[src/rtl/banco_registros_param.sv]
// banco_registros_param
// Parametrised register bank with two combinational read ports, one
// synchronous write port, an optional hardwired-zero R0, an optional
// write-to-read bypass and a shadow bank for single-cycle context
// save/restore on interrupt entry and exit.
//
// Ports
//   Clk          in   system clock, rising edge
//   Rst          in   asynchronous reset, active-low
//   Dat          in   write data (DATA_W)
//   RegX, RegY   in   read addresses for operand ports X and Y (ADDR_W)
//   R_W          in   write address (ADDR_W)
//   E_N          in   write enable, active-high
//   Save         in   copy live bank into shadow bank (level-sampled)
//   Restore      in   copy shadow bank into live bank (level-sampled)
//   RX, RY       out  combinational read data (DATA_W)
//   Shadow_Valid out  shadow bank holds a saved context
//   Err          out  registered one-cycle pulse on an illegal Save/Restore
module banco_registros_param #(
  parameter int DATA_W  = 8,
  parameter int ADDR_W  = 3,
  parameter bit ZERO_R0 = 1'b1,
  parameter bit BYPASS  = 1'b1
) (
  input  logic              Clk,
  input  logic              Rst,
  input  logic [DATA_W-1:0] Dat,
  input  logic [ADDR_W-1:0] RegX,
  input  logic [ADDR_W-1:0] RegY,
  input  logic [ADDR_W-1:0] R_W,
  input  logic              E_N,
  input  logic              Save,
  input  logic              Restore,
  output logic [DATA_W-1:0] RX,
  output logic [DATA_W-1:0] RY,
  output logic              Shadow_Valid,
  output logic              Err
);

  localparam int NREG = 1 << ADDR_W;

  logic [DATA_W-1:0] bank   [NREG];
  logic [DATA_W-1:0] shadow [NREG];
  logic              shadow_valid_q;
  logic              err_q;

  logic save_req;
  logic restore_req;
  logic do_restore;
  logic err_d;
  logic write_ok;

  // Save and Restore together cancel each other out and are flagged.
  assign save_req    = Save & ~Restore;
  assign restore_req = Restore & ~Save;
  assign do_restore  = restore_req & shadow_valid_q;
  assign err_d       = (Save & Restore) | (restore_req & ~shadow_valid_q);
  assign write_ok    = E_N & ~(ZERO_R0 && (R_W == '0));

  always_ff @(posedge Clk or negedge Rst) begin
    if (!Rst) begin
      for (int i = 0; i < NREG; i++) begin
        bank[i]   <= '0;
        shadow[i] <= '0;
      end
      shadow_valid_q <= 1'b0;
      err_q          <= 1'b0;
    end else begin
      for (int i = 0; i < NREG; i++) begin
        // A concurrent write takes priority over the restored value.
        if (write_ok && (R_W == ADDR_W'(i))) begin
          bank[i] <= Dat;
        end else if (do_restore) begin
          bank[i] <= shadow[i];
        end
        // Shadow captures the pre-write contents of the live bank.
        if (save_req) begin
          shadow[i] <= bank[i];
        end
      end
      if (save_req) begin
        shadow_valid_q <= 1'b1;
      end
      err_q <= err_d;
    end
  end

  always_comb begin
    RX = bank[RegX];
    if (BYPASS && E_N && (R_W == RegX)) begin
      RX = Dat;
    end
    if (ZERO_R0 && (RegX == '0)) begin
      RX = '0;
    end
  end

  always_comb begin
    RY = bank[RegY];
    if (BYPASS && E_N && (R_W == RegY)) begin
      RY = Dat;
    end
    if (ZERO_R0 && (RegY == '0)) begin
      RY = '0;
    end
  end

  assign Shadow_Valid = shadow_valid_q;
  assign Err          = err_q;

endmodule
[config.mk]
export PLATFORM = sky130hd
export DESIGN_NAME = banco_registros_param
export DESIGN_NICKNAME = d
export VERILOG_FILES = /design/src/rtl/banco_registros_param.sv
export SDC_FILE = /design/constraint.sdc
export NUM_CORES = 1
export LEC_CHECK = 0
export CAP_MARGIN = 40
export CORE_ASPECT_RATIO = 1.4
export CORE_UTILIZATION = 50
export DETAILED_ROUTE_END_ITERATION = 7
export PLACE_DENSITY = 0.74
export SLEW_MARGIN = 20
export SYNTH_ARGS = -nofsm -noshare
export SYNTH_HDL_FRONTEND = slang
export SYNTH_SLANG_ARGS = --single-unit
[constraint.sdc]
create_clock -name Clk -period 1.9 [get_ports Clk]
set_input_delay 0.285 -clock Clk [delete_from_list [all_inputs] [get_ports Clk]]
set_output_delay 0.285 -clock Clk [all_outputs]
set_load 0.005 [all_outputs]
==> run summary <==
Status: finished with violations
Failing checks: setup timing
Vias/cell: 6.05
Worst path required time: 1620 ps
Clock buffer depth: 2
Final Instance Count excl. Fillers: 862
1st-iter DRT viols: 350
Nets: 693
Nature of the critical path endpoint: output port
CTS buffer count: 17
Met3 Use GR: 6.85%
Maximum vdd drop: 0.651 mV
Area Growth Syn to Fin: 35.0%
Number of iterations in the first detailed-routing pass: 7
First-pass GRT wire length: 30,100 microns
CP Buf/Inv Count: 2
Worst Max-Slew Pin Slew: 571 ps
Sequential element share of the synthesized area: 48.4%
CP Cell Sequence: buf_6, mux4_2, mux2i_4, a211oi_4, buf_2
Setup-violating endpoint count in the final report: 16
Gp weighted congestion: 0.810
Placed Cells: 798
Vias in the first global route: 5,562
Met2 usage: 49.2%
Clock root buffer master: clkbuf_16
Worst min path class: in2async
Fin crit share: 114%
Synth Area per Inst: 13.0 sq um
Largest net degree at the start of global routing: 55
Critical-path maximum fanout: 2
Power Dens Cells: 1390 nW/um^2
Vias after detailed routing: 5,219
Clock-pin transition on the worst setup and hold timing paths: 60 ps
GR Util met1: 33.7%
Pins Over Slew Limit: 0
RSZ-0062 raised after global routing: yes
Pleak: 4.26 nW
Crit path max-delay family: multiplexers
Critical path class: reg2out
Initial antenna violation count: 0
Initial Util: 51.7%
I/O pins: 40
Max frequency: 460 MHz
Post-layout min period: 2170 ps
Post-route DRC: 0
Avg WL per Cell: 22.6 microns
Row Count: 49
Synthesized cell area: 6720 sq um
DPL Wire Length: 11,200 microns
Core area: 13,000 sq um
CP max stage delay: 510 ps
Worst setup margin: -272 ps
Die width: 99.9 microns
Post-synth net total: 540
Critical Path Slowest Stage Cell: mux4_2
Reg2Reg Setup Slack: 530 ps
Die Y: 139 microns
CTS tree: yes
Synth cell types: 28
Number of diodes: 0
H-tree levels: 4
Overall die area: 13,900 sq um
Gate Count Post-Synth: 518
Most Used Layer, Global Route: met2
Post-DRT Antenna Nets: 0
Layout cells sized above 1: 48.0%
Clock sinks: 130
I/O Buffers: 39
Final wirelength: 19,500 microns
Crit path launch type: flip-flop
Max_cap viols: 0
Remaining Overflow, GRT: 0
Pre-CTS WS: -961 ps
Hold violation total from the final report: 0
Skew final: 9.11 ps
Synth warn: 0
Global Route Usage Sum: 29.5%
Relative slew slack: 61.7%
Arrival @ worst endpoint: 1890 ps
#FFs+latches synth: 130
Clock Latency Late Sink: 420 ps
==> flip-flops by register name, indices dropped and copies added, names as in the netlist <==
name	cells
bank	64
shadow	64
Err	1
Shadow_Valid	1
==> path summary, 6_finish.rpt <==
kind	start	to	cells past startpoint
max in group asynchronous	Rst	shadow[52]	3
max reg2reg	Shadow_Valid	bank[0]	4
min reg2reg	shadow[26]	shadow[26]	1
min in group Clk	shadow[26]	shadow[26]	1
min	Rst	shadow[15]	2
max	bank[8]	RY[0]	5
==> cell families (layout without fill, tap and decap cells) <==
| logic type | Yosys count | in the layout | synth area share, % |
|---|---|---|---|
| muxes | 176 | 176 | 34.3 |
| and+or+nand+nor | 87 | 87 | 5.87 |
| xor gates and xnor gates | 6 | 6 | 0.783 |
| buffers and inverters | 46 | 212 | 4.51 |
| AOI/OAI and AO/OA | 73 | 73 | 6.07 |
| DFF | 130 | 130 | 48.4 |
==> final cells by class <==
class | count | area, sq um
Clock buffer | 23 | 458
Fill cell | 877 | 3940
Sequential cell | 130 | 3250
Tap cell | 178 | 223
Timing Repair Buffer | 179 | 1610
Clock inverter | 9 | 155
Inverter | 1 | 3.75
Multi-Input combinational cell | 342 | 3360
==> repair_timing <==
| action | CTS | global route |
|---|---|---|
| endpoints found under the setup margin | 16 | 16 |
| gates resized for setup | 131 | 22 |
| buffers inserted | 27 | 7 |
| hold endpoints to repair | 36 | 0 |
| pin swaps | 18 | 11 |
| hold buffers | 1 | 0 |
| cloned | 1 | 0 |
==> layer usage <==
layer  wire length [microns]  vias up
li1                        -     2197
met1                    6880     2639
met2                    9900      285
met3                    1450       98
met4                    1220        0
met5                       0        -
==> worst register-to-register path, delay by kind of cell (launching register included) <==
family | cells | cell delay (ps)
mux | 1 | 290
buf+inv | 1 | 240
simple gates | 1 | 170
compound gates | 1 | 110
flops | 1 | 420
==> power breakdown <==
part           switching, mW  internal (mW)
logic                   1.69           2.62
registers              0.894           3.96
clock network           1.22           2.23
total                   3.81           8.81
==> metrics by stage <==
step | utilization (%) | hold WS, ps | setup TNS, ps | total power [mW] | cell area [sq um]
after floorplan | - | -10.6 | 0 | 6.62 | 6720
after detailed placement | 61.8 | 295 | -13320 | 8.42 | 8030
final | 69.7 | 393 | -2640 | 12.6 | 9060
after CTS | 69.1 | 409 | -2760 | 12.3 | 8980
after global routing | 69.7 | 426 | -3440 | 13.1 | 9060
after global placement | 61.7 | 284 | -14680 | 8.16 | 8020
==> synth_stat cells <==
library cell | count | area [sq um]
mux4_2 | 18 | 405
buf_6 | 5 | 56.3
mux2i_1 | 72 | 721
buf_12 | 2 | 40.0
nand2_1 | 25 | 93.8
nand4b_1 | 3 | 26.3
dfrtp_1 | 130 | 3250
nor3_2 | 1 | 10.0
nand3_1 | 1 | 5.00
nand2b_1 | 2 | 12.5
buf_4 | 11 | 82.6
mux4_1 | 14 | 368
nor2_1 | 48 | 180
clkbuf_1 | 5 | 18.8
mux2_2 | 72 | 811
o21ai_0 | 22 | 110
buf_2 | 15 | 75.1
a211oi_1 | 16 | 120
nand4_1 | 1 | 6.26
buf_1 | 7 | 26.3
inv_1 | 1 | 3.75
a21boi_0 | 1 | 7.51
xnor2_1 | 6 | 52.6
and4bb_2 | 2 | 25.0
a21oi_1 | 32 | 160
nor3_1 | 2 | 10.0
o21ai_1 | 2 | 10.0
nand4_2 | 2 | 25.0
==> cells in the final DEF, fill, tap and decap left out, drive strengths merged, types with 4 or more instances in the layout <==
cell | Yosys | routed
a211oi | 16 | 16
a21oi | 32 | 32
buf | 40 | 157
bufinv | 0 | 4
clkbuf | 5 | 28
clkdlybuf4s50 | 0 | 12
clkinv | 0 | 4
dfrtp | 130 | 130
mux2 | 72 | 72
mux2i | 72 | 72
mux4 | 32 | 32
nand2 | 25 | 25
nor2 | 48 | 48
o21ai | 24 | 24
xnor2 | 6 | 6
Power figures use the tool's default switching activity.
